### config.mk
export PLATFORM = sky130hd
export DESIGN_NAME = cache_req_master
export DESIGN_NICKNAME = d
export VERILOG_FILES = /design/src/rtl/cache_req_pkg.sv /design/src/rtl/cache_req_fifo.sv /design/src/rtl/cache_req_master.sv
export SDC_FILE = /design/constraint.sdc
export NUM_CORES = 1
export LEC_CHECK = 0
export ABC_AREA = 1
export ABC_CLOCK_PERIOD_IN_PS = 3520
export BUFFER_PORTS_ARGS = -buffer_cell sky130_fd_sc_hd__buf_2
export CAP_MARGIN = 10
export CORE_MARGIN = 10
export CORE_UTILIZATION = 30
export DETAILED_ROUTE_END_ITERATION = 16
export PLACE_DENSITY = 0.54
export SLEW_MARGIN = 25
export SYNTH_ARGS = -nofsm -noshare
export SYNTH_HDL_FRONTEND = slang
export SYNTH_SLANG_ARGS = --single-unit
### constraint.sdc
create_clock -name clk -period 3.52 [get_ports clk]
set_input_delay 0.704 -clock clk [delete_from_list [all_inputs] [get_ports clk]]
set_output_delay 0.704 -clock clk [all_outputs]
set_load 0.1 [all_outputs]
### src/rtl/cache_req_pkg.sv
// Shared types for the cache request master: FSM states, default widths and the request record.
package cache_req_pkg;

  localparam int unsigned DefAddrW = 2;
  localparam int unsigned DefDataW = 8;

  typedef enum logic [2:0] {
    StIdle,
    StWr,
    StRd,
    StCapt,
    StRsp
  } state_e;

  typedef struct packed {
    logic                write;
    logic [DefAddrW-1:0] addr;
    logic [DefDataW-1:0] wdata;
  } req_t;

endpackage

### src/rtl/cache_req_fifo.sv
// Small synchronous FIFO of request records; Depth must be a power of two.
module cache_req_fifo
  import cache_req_pkg::*;
#(
  parameter int unsigned Depth = 2
) (
  input  logic clk_i,
  input  logic rst_ni,
  input  logic push_i,
  input  req_t wdata_i,
  input  logic pop_i,
  output req_t rdata_o,
  output logic full_o,
  output logic empty_o
);

  localparam int unsigned PtrW = (Depth > 1) ? $clog2(Depth) : 1;
  localparam int unsigned CntW = $clog2(Depth + 1);

  req_t            mem_q [Depth];
  logic [PtrW-1:0] wr_ptr_q, wr_ptr_d;
  logic [PtrW-1:0] rd_ptr_q, rd_ptr_d;
  logic [CntW-1:0] cnt_q, cnt_d;
  logic            do_push, do_pop;

  assign full_o  = (cnt_q == CntW'(Depth));
  assign empty_o = (cnt_q == '0);
  assign rdata_o = mem_q[rd_ptr_q];

  assign do_push = push_i && !full_o;
  assign do_pop  = pop_i && !empty_o;

  // Pointers wrap naturally because Depth is a power of two.
  always_comb begin
    wr_ptr_d = wr_ptr_q;
    rd_ptr_d = rd_ptr_q;
    cnt_d    = cnt_q;
    if (do_push) wr_ptr_d = wr_ptr_q + PtrW'(1);
    if (do_pop)  rd_ptr_d = rd_ptr_q + PtrW'(1);
    unique case ({do_push, do_pop})
      2'b10:   cnt_d = cnt_q + CntW'(1);
      2'b01:   cnt_d = cnt_q - CntW'(1);
      default: cnt_d = cnt_q;
    endcase
  end

  always_ff @(posedge clk_i or negedge rst_ni) begin
    if (!rst_ni) begin
      wr_ptr_q <= '0;
      rd_ptr_q <= '0;
      cnt_q    <= '0;
    end else begin
      wr_ptr_q <= wr_ptr_d;
      rd_ptr_q <= rd_ptr_d;
      cnt_q    <= cnt_d;
    end
  end

  always_ff @(posedge clk_i) begin
    if (do_push) mem_q[wr_ptr_q] <= wdata_i;
  end

endmodule

### src/rtl/cache_req_master.sv
// CPU-side initiator sequencing buffered read/write requests onto the cache pins.
// Define CACHE_REQ_VERIFY_EN to read back every write and flag mismatches on rsp_err.
module cache_req_master
  import cache_req_pkg::*;
#(
  parameter int unsigned ADDR_W     = DefAddrW,
  parameter int unsigned DATA_W     = DefDataW,
  parameter int unsigned FIFO_DEPTH = 2
) (
  input  logic              clk,
  input  logic              rst_n,
  input  logic              req_valid,
  output logic              req_ready,
  input  logic              req_write,
  input  logic [ADDR_W-1:0] req_addr,
  input  logic [DATA_W-1:0] req_wdata,
  output logic              rsp_valid,
  input  logic              rsp_ready,
  output logic [DATA_W-1:0] rsp_rdata,
  output logic              rsp_err,
  output logic              cache_wr_en,
  output logic              cache_rd_en,
  output logic [ADDR_W-1:0] cache_addr,
  output logic [DATA_W-1:0] cache_data,
  input  logic [DATA_W-1:0] cache_out_data
);

  state_e            state_q, state_d;
  req_t              cur_q, cur_d;
  req_t              req_in, fifo_rdata;
  logic [DATA_W-1:0] rsp_rdata_q, rsp_rdata_d;
  logic              fifo_full, fifo_empty, fifo_push, fifo_pop;
  logic              accept, bypass;

  assign req_in    = '{write: req_write, addr: req_addr, wdata: req_wdata};
  assign req_ready = !fifo_full;
  assign accept    = req_valid && req_ready;
  // An idle master with nothing buffered takes the request straight into cur_q.
  assign fifo_push = accept && !bypass;

  cache_req_fifo #(
    .Depth (FIFO_DEPTH)
  ) u_fifo (
    .clk_i   (clk),
    .rst_ni  (rst_n),
    .push_i  (fifo_push),
    .wdata_i (req_in),
    .pop_i   (fifo_pop),
    .rdata_o (fifo_rdata),
    .full_o  (fifo_full),
    .empty_o (fifo_empty)
  );

`ifdef CACHE_REQ_VERIFY_EN
  logic rsp_err_q, rsp_err_d;
  assign rsp_err = rsp_err_q;
`else
  assign rsp_err = 1'b0;
`endif

  always_comb begin
    state_d     = state_q;
    cur_d       = cur_q;
    rsp_rdata_d = rsp_rdata_q;
    fifo_pop    = 1'b0;
    bypass      = 1'b0;
`ifdef CACHE_REQ_VERIFY_EN
    rsp_err_d   = rsp_err_q;
`endif
    unique case (state_q)
      StIdle: begin
        if (!fifo_empty) begin
          fifo_pop = 1'b1;
          cur_d    = fifo_rdata;
          state_d  = fifo_rdata.write ? StWr : StRd;
        end else if (accept) begin
          bypass  = 1'b1;
          cur_d   = req_in;
          state_d = req_write ? StWr : StRd;
        end
      end
      StWr: begin
`ifdef CACHE_REQ_VERIFY_EN
        state_d = StRd;
`else
        rsp_rdata_d = cur_q.wdata;
        state_d     = StRsp;
`endif
      end
      StRd:   state_d = StCapt;
      StCapt: begin
        rsp_rdata_d = cache_out_data;
`ifdef CACHE_REQ_VERIFY_EN
        rsp_err_d   = cur_q.write && (cache_out_data != cur_q.wdata);
`endif
        state_d     = StRsp;
      end
      StRsp: begin
        if (rsp_ready) state_d = StIdle;
      end
      default: state_d = StIdle;
    endcase
  end

  always_ff @(posedge clk or negedge rst_n) begin
    if (!rst_n) begin
      state_q     <= StIdle;
      cur_q       <= '0;
      rsp_rdata_q <= '0;
`ifdef CACHE_REQ_VERIFY_EN
      rsp_err_q   <= 1'b0;
`endif
    end else begin
      state_q     <= state_d;
      cur_q       <= cur_d;
      rsp_rdata_q <= rsp_rdata_d;
`ifdef CACHE_REQ_VERIFY_EN
      rsp_err_q   <= rsp_err_d;
`endif
    end
  end

  assign rsp_valid   = (state_q == StRsp);
  assign rsp_rdata   = rsp_rdata_q;
  assign cache_wr_en = (state_q == StWr);
  assign cache_rd_en = (state_q == StRd);
  assign cache_addr  = (cache_wr_en || cache_rd_en) ? cur_q.addr : '0;
  assign cache_data  = cache_wr_en ? cur_q.wdata : '0;

endmodule

==> flow_summary.yaml <==
routing:
  routedWlPerCell_um: 12.3
  avgViaCountPerCell: 4.15
  wl_um: 4440
  vias: 1504
  drt_iter0_drc: 89
  firstDrtPassIters: 4
  drcViolationCount: 0
  ant_nets: 0
flow_run:
  drv_cap: 0
status:
  status: "finished, final reports clean"
worst_hold_path:
  hold_path_class: "input port to asynchronous set/reset pin"
layout:
  ff_latch_area_mm2: 0.00129
  multi_input_area_um2: 687
  antenna_cells: 0
  fin_nets: 289
  postLayoutCoreUtil: 0.370
  design_area_mm2: 0.00251
  finalNonFillerCells: 362
  areaGrowthSynthToFinish_pct: 19.5
  drive_above_1_share: 0.244
  nFillCells: 696
cts:
  cts_resized: 0
  clk_pin_slew_ns: 0.09
  insertion_delay_ns: 0.30
  hold_buffers: 0
  cts_max_path_buffers: 2
  cts_setup_buffers: 0
  ctsRootBufferMaster: "clkbuf_8"
  clkSinkCount: 47
  cts_buffers: 5
  ctsHtreeMaxLevel: 2
  cts_tree: "yes"
setup_path:
  critPathLaunchType: "flop"
  path_delay_family: "buffers and inverters"
  arrival_ns: 1.69
  crit_buf_inv: 2
  critPathKind: "flop to output pin"
  endpoint_kind: "output pin"
  crit_chain: "inv_1, nand3_1, a21boi_0, buf_2"
  required_ns: 2.82
  critPathMaxFanout: 5
  crit_slowest_cell: "buf_2"
  slowest_delay_ns: 0.46
global_route:
  antenna_found_initial: 0
  grt-ovfl-total: 0
  grt_use_total: 0.0828
  grt_pass1_wl_um: 7310
  grt_pass1_vias: 1476
  grt_max_degree: 26
sta:
  setup_viol_count_final: 0
  tns_ns: 0
  worst_pin_slew_ns: 0.891
  slew_violations: 0
  min_period_ns: 2.40
  slew_headroom: 0.404
  rsz0062_at_grt: "no"
  finalHoldViolCount: 0
  clock_skew_ns: 0.00617
  period_share: 0.681
  max_freq_mhz: 417
floorplanning:
  ios: 46
  dieArea_mm2: 0.0108
  die_w_um: 104
  die_h_um: 104
  core-area_mm2: 0.00679
  initial_core_util: 0.309
  rows: 30
synth:
  yosysSeqAreaShare: 0.612
  synth_edf_count: 22
  ys_seq_elements: 47
  synth.avg_cell_area_um2: 9.55
  synth_fp_nets: 244
  ys_types: 30
  syn_inst: 220
  async_flop_share: 0.532
  synth-warning-count: 0
  syn_area_mm2: 0.00210
  ys.flop_type: "dfrtp_1"
placed_design:
  dpl.hpwl_um: 3320
  placed_area_mm2: 0.00240
  routabilityCongestion: 0.718
  io_buffers: 44
  dp.cells: 354
-- per-layer routing --
metal	part of all wire	vias to the layer above	track usage
li1	-	796	-
met1	0.48	661	0.110
met2	0.43	43	0.115
met3	0.074	4	0.0297
met4	0.018	0	0.0417
met5	0	-	0
-- synth_stat cells (3+ instances only) --
cell,count,area [µm²]
dfrtp_1,25,626
inv_1,19,71.3
nand3_2,3,30.0
a21oi_1,4,20.0
or2_1,5,31.3
edfxtp_1,22,661
nand3_1,31,155
inv_2,4,15.0
nand2_1,77,289
or2_0,3,18.8
-- worst paths after layout --
kind / startpoint / slack [ns] / end / cells after the start
worst min register to register: cur_q[7] / 0.48 / cur_q[7] / 2
min in group clk: cur_q[7] / 0.48 / cur_q[7] / 2
worst max register to register: u_fifo.cnt_q[0] / 1.60 / u_fifo.mem_q[1][3] / 4
max in group asynchronous: rst_n / 2.75 / cur_q[3] / 1
worst max-delay path: state_q[0] / 1.12 / cache_addr[0] / 4
worst min-delay path: rst_n / 0.38 / u_fifo.cnt_q[1] / 1
-- logic make-up (layout without fill, tap and decap cells) --
logic type                 Yosys count  after routing  synth area share
DFF                                 47             47             0.612
adders and majority gates            1              1           0.00595
other                                1              1           0.00178
buffers and inverters               30             76            0.0613
xor gates and xnor gates             3              3            0.0125
AOI/OAI and AO/OA                   10             10            0.0333
and+or+nand+nor                    128            128             0.273
-- final cells by class --
cell class / count / share of cell area
Timing Repair Buffer: 44 / 0.0877
Multi-Input combinational cell: 143 / 0.274
Inverter: 24 / 0.0359
Tap cell: 96 / 0.0478
Clock inverter: 3 / 0.0154
Clock buffer: 5 / 0.0274
Sequential cell: 47 / 0.512
-- sequential cells by signal, summed over array words and instances (netlist names) --
register and count:
u_fifo.rd_ptr_q 1, state_q 3, u_fifo.wr_ptr_q 1, rsp_rdata 8, u_fifo.cnt_q 2, cur_q 10, u_fifo.mem_q 22
-- per-stage QoR --
| step | setup slack [ns] | hold slack [ns] |
|---|---|---|
| 4_1_cts | 1.08 | 0.402 |
| 5_1_grt | 0.961 | 0.420 |
| 3_5_place_dp | 1.27 | 0.467 |
| 6_report | 1.12 | 0.381 |
| 3_3_place_gp | 1.33 | 0.467 |
| 2_1_floorplan | 0.0122 | 0.408 |
-- layout by cell type (no fill, tap or decap), drive strengths merged --
| cell type | instances |
|---|---|
| o21ai | 3 |
| conb | 1 |
| or2 | 10 |
| inv | 23 |
| buf | 44 |
| nor3 | 1 |
| clkinv | 3 |
| dfrtp | 25 |
| bufinv | 1 |
| nand3 | 34 |
| a21boi | 2 |
| ha | 1 |
| xnor2 | 1 |
| edfxtp | 22 |
| nand2 | 78 |
| a21oi | 5 |
| xor2 | 2 |
| nor2 | 4 |
| clkbuf | 5 |
| nand4 | 1 |
Power is left out: the tool's default activity adds up to more than one toggle a clock period on the data nets, which glitch-free logic cannot reach.
